File: src/rtl/des_round_seq.sv
// Control sequencer for an iterative single-round DES datapath: INIT, 16 Feistel
// rounds with per-round C/D rotation, FINAL capture, plus a one-deep request buffer.
module des_round_seq #(
  parameter logic [15:0] SINGLE_MASK = 16'h8103
) (
  input  logic       clk,
  input  logic       reset,
  input  logic       load,
  input  logic       decrypt,
  output logic       busy,
  output logic       init_sel,
  output logic       round_en,
  output logic [3:0] round_idx,
  output logic [1:0] key_shift,
  output logic       key_dir,
  output logic       out_en,
  output logic       done,
  output logic       pending,
  output logic       overrun
);

  typedef enum logic [1:0] {IDLE, INIT, ROUND, FINAL} state_t;

  state_t     state, state_nx;
  logic [3:0] idx, idx_nx;
  logic       mode, mode_nx;
  logic       pend, pend_nx;
  logic       pend_mode, pend_mode_nx;
  logic       ovr, ovr_nx;
  logic       done_r;

  // Decrypt walks the encrypt schedule backwards, shifted by one round:
  // round 0 uses no rotation, round j uses the encrypt amount of round 16-j.
  function automatic logic [1:0] shift_amt(input logic dec, input logic [3:0] r);
    logic [3:0] er;
    er = dec ? (4'd0 - r) : r;
    if (dec && (r == 4'd0)) return 2'd0;
    return SINGLE_MASK[er] ? 2'd1 : 2'd2;
  endfunction

  always_comb begin
    state_nx     = state;
    idx_nx       = idx;
    mode_nx      = mode;
    pend_nx      = pend;
    pend_mode_nx = pend_mode;
    ovr_nx       = 1'b0;
    case (state)
      IDLE: begin
        if (load) begin
          state_nx = INIT;
          mode_nx  = decrypt;
        end
      end
      INIT: begin
        state_nx = ROUND;
        idx_nx   = 4'd0;
      end
      ROUND: begin
        idx_nx = idx + 4'd1;
        if (idx == 4'd15) state_nx = FINAL;
      end
      FINAL: begin
        if (pend) begin
          // Buffered request issues now; a simultaneous load refills the buffer.
          state_nx = INIT;
          mode_nx  = pend_mode;
          pend_nx  = load;
          if (load) pend_mode_nx = decrypt;
        end else if (load) begin
          state_nx = INIT;
          mode_nx  = decrypt;
        end else begin
          state_nx = IDLE;
        end
      end
      default: state_nx = IDLE;
    endcase

    if (load && ((state == INIT) || (state == ROUND))) begin
      if (!pend) begin
        pend_nx      = 1'b1;
        pend_mode_nx = decrypt;
      end else begin
        ovr_nx = 1'b1;
      end
    end
  end

  always_ff @(posedge clk) begin
    if (reset) begin
      state     <= IDLE;
      idx       <= 4'd0;
      mode      <= 1'b0;
      pend      <= 1'b0;
      pend_mode <= 1'b0;
      ovr       <= 1'b0;
      done_r    <= 1'b0;
    end else begin
      state     <= state_nx;
      idx       <= idx_nx;
      mode      <= mode_nx;
      pend      <= pend_nx;
      pend_mode <= pend_mode_nx;
      ovr       <= ovr_nx;
      done_r    <= (state == FINAL);
    end
  end

  // Moore outputs: decoded from registered state only.
  assign busy      = (state != IDLE);
  assign init_sel  = (state == INIT);
  assign round_en  = (state == ROUND);
  assign round_idx = round_en ? idx : 4'd0;
  assign key_shift = round_en ? shift_amt(mode, idx) : 2'd0;
  assign key_dir   = round_en & mode;
  assign out_en    = (state == FINAL);
  assign done      = done_r;
  assign pending   = pend;
  assign overrun   = ovr;

endmodule

File: config.mk
export PLATFORM = sky130hd
export DESIGN_NAME = des_round_seq
export DESIGN_NICKNAME = d
export VERILOG_FILES = /design/src/rtl/des_round_seq.sv
export SDC_FILE = /design/constraint.sdc
export NUM_CORES = 1
export LEC_CHECK = 0
export CAP_MARGIN = 20
export CORE_UTILIZATION = 35
export CTS_CLUSTER_SIZE = 40
export DETAILED_ROUTE_END_ITERATION = 6
export HOLD_SLACK_MARGIN = 0.12
export PLACE_DENSITY_LB_ADDON = 0.08
export SYNTH_ARGS = -nofsm -noshare
export SYNTH_HDL_FRONTEND = slang
export SYNTH_SLANG_ARGS = --single-unit
File: constraint.sdc
create_clock -name clk -period 1.77 [get_ports clk]
set_clock_uncertainty 0.05 [all_clocks]
set_input_delay 0.177 -clock clk [delete_from_list [all_inputs] [get_ports clk]]
set_output_delay 0.177 -clock clk [all_outputs]
set_load 0.05 [all_outputs]
==> impl_results.md <==
- Status: finished, violations left
- Failing checks: negative setup slack
- Clk slew on worst S/H paths: about 0.07 ns
- Ys async rst share: 0
- Internal power: 0.000861 W
- Remaining Overflow, GRT: 0
- Cells after synthesis: 89
- Syn-to-layout area delta: 57.1%
- Post-CTS setup buffers: 0
- Synth Area per Inst: 8.39 um2
- DRC: 0
- Part of the power in registers: 0.228
- Commonest cells post-synth: dfxtp_1, nor2_1, ha_1
- Crit path from: idx[1]
- Total leakage power: 0.453 nW
- GR Util All Layers: 0.162
- Critical Path Fanout Max: 4
- Via/cell ratio: 5.06
- Synth warnings: 0
- VDD IR max: 1.53 mV
- Top Ports: 18
- CP Capture Type: output port
- Clk_lat worst skew: 0.27 ns
- Cts bufs inserted: 3
- Final setup margin: -0.310 ns
- Critical path startpoint category: flop
- Rows: 16
- Via count: 718
- Die width: 48.2 um
- Full die area: 2320 um2
- Clock Tree Root: clkbuf_4
- Worst hold start: pend_mode
- Required @ worst endpoint: 1.54 ns
- First-pass GRT wire length: approximately 2.6 mm
- Final WL: 1.68 mm
- Max_cap viols: 0
- Nets@finish: 127
- Switch share: 0.475
- Post-Syn Nets: 100
- H-tree depth: 1
- Critical path buffer and inverter count: 2
- First DRT Iteration DRCs: 11
- Clock group share of total power: 0.107
- Vias in the first global route: 615
- Post-cts resize count: 2
- Clock Path Buffers: 2
- Final hold violation count: 0
- CP Cell Sequence: inv_4, ha_4, nor4bb_1, or3_1, mux2i_2, nor2b_4, buf_12
- Post-Syn Area: 747 um2
- Final TNS setup: -0.613 ns
- Share of cells above drive strength 1: 0.339
- Most common cell in the synthesized netlist: dfxtp_1
- RR Startpoint: state[0]
- Number of synthesized flops with an enable pin: 0
- Crit-path slowest cell: dfxtp_4
- Slowest stage delay, CP: 0.36 ns
- Top cells by area, synth: dfxtp_1, ha_1, a21oi_1, mux2i_1, nor2_1
- Pwr per Cell Area: around 1400 nW/um2
- Final period utilization: 1.18
- Final Max Tran Viols: 0
- Largest net degree at the start of global routing: 14
- Die Height: 48.2 um
- Fmax: between 400 and 500 MHz
- CTS tree: built
- Seq/Total Area, Yosys: 0.295
- Logic pwr share: 0.665
- Port bufs: 17
- CP Class: flop to output port
- DP Worst Slack: -0.0459 ns
- Starting Density: 0.377
- Clock sink count: 11
- Slew @ Worst Pin: slightly below 0.5 ns
- Drt first pass iters: 3
- Crit path time final: about 2.1 ns
- Number of fill cells: 177
- Gpl congestion: 0.833
- Delay-heaviest family, CP: simple AND/OR/NAND/NOR gates
- P_sw: 0.000778 W
- Unrepaired setup endpoints after global routing: yes
- Worst Path Arrival: roughly 1.9 ns
- Hold/Removal Path Class: flop to flop
- Initial antenna violation count: 0
- Setup violations, final: 2
- Slew headroom: 0.668
- Detail Placement HPWL: 1.26 mm
- Top cell type's share of synthesized area: 0.295
- Final ANT Viol Nets: 0
- Yosys reg bits: 11
- Synth unique cells: 33
- Synth Flop Type: dfxtp_1
- Area of the core: 1980 um2
- Hold-fix buffers, CTS: 0
- N_diodes: 0
- Area leader, netlist: dfxtp_1
- Wire length per cell: 11.9 um
-- worst min-delay path, cell delays in order (launching register included) --
cell and delay [ns]:
dfxtp_1 0.32, nand2_1 0.06, a21oi_1 0.05
-- through the flow --
stage          utilization  hold WS [ns]  std cells  total power [W]  cell area, um2
3_3_place_gp         0.568         0.403        138          0.00141            1120
6_report             0.592         0.423        142          0.00164            1170
4_1_cts              0.588         0.427        142          0.00163            1160
3_5_place_dp         0.568         0.417        138          0.00142            1120
2_1_floorplan            -         0.274         89          0.00110             806
5_1_grt              0.592         0.469        142          0.00174            1170
-- power groups by stage --
stage | registers, W | logic (W) | clock network [W]
6_report | 0.000374 | 0.00109 | 0.000175
5_1_grt | 0.000384 | 0.00117 | 0.000190
4_1_cts | 0.000374 | 0.00108 | 0.000182
3_5_place_dp | 0.000374 | 0.00105 | 0
3_3_place_gp | 0.000372 | 0.00104 | 0
2_1_floorplan | 0.000401 | 0.000699 | 0
-- flip-flops by register name (all words and copies together), names as in the netlist --
register	flops
pending	1
overrun	1
idx	4
done	1
pend_mode	1
mode	1
state	2
-- area by class of cell --
cell class | instances | area (um2) | area share
Multi-Input combinational cell | 67 | 536 | 0.456
Timing Repair Buffer | 27 | 323 | 0.275
Sequential cell | 11 | 228 | 0.194
Tap cell | 27 | 33.8 | 0.0288
Inverter | 6 | 27.5 | 0.0235
Clock buffer | 4 | 26.3 | 0.0224
-- cells by family after synthesis --
logic type,synth area share
simple gates,0.286
compound gates,0.164
buf+inv,0.0704
flops,0.295
fa+ha+maj,0.117
mux,0.0553
xor+xnor,0.0117
-- cell usage in the layout (no fill, tap or decap), types with 2 or more instances in the layout --
master / netlist / routed
inv_1: 6 / 4
mux2i_1: 3 / 2
a21oi_1: 6 / 6
clkbuf_4: 0 / 3
buf_12: 0 / 8
nand3_1: 4 / 4
inv_4: 0 / 2
ha_4: 0 / 2
nand2b_1: 3 / 3
and4b_1: 2 / 2
and2_1: 3 / 3
nor2_1: 8 / 5
nor2_4: 0 / 3
nand2_1: 6 / 6
clkdlybuf4s50_1: 0 / 5
buf_4: 1 / 13
dfxtp_4: 0 / 2
nor4bb_1: 2 / 2
o21ai_0: 5 / 5
dfxtp_1: 11 / 9
ha_1: 7 / 4
-- final timing paths --
| kind | to | slack [ns] | cells after the start |
|---|---|---|---|
| worst min-delay path | pend_mode | 0.42 | 2 |
| worst max-delay path | key_shift[1] | -0.31 | 7 |
| worst min register to register | pend_mode | 0.42 | 2 |
| worst max register to register | state[0] | 0.15 | 6 |
-- routing by layer --
layer	vias to the layer above	share of wire	track usage	wire length, um
met4	0	0.0071	0.0667	12
met2	14	0.50	0.267	834
met3	2	0.026	0.0222	44
met5	-	0	0	0
met1	335	0.47	0.213	793
li1	367	-	-	-
(Power assumes the default switching activity.)
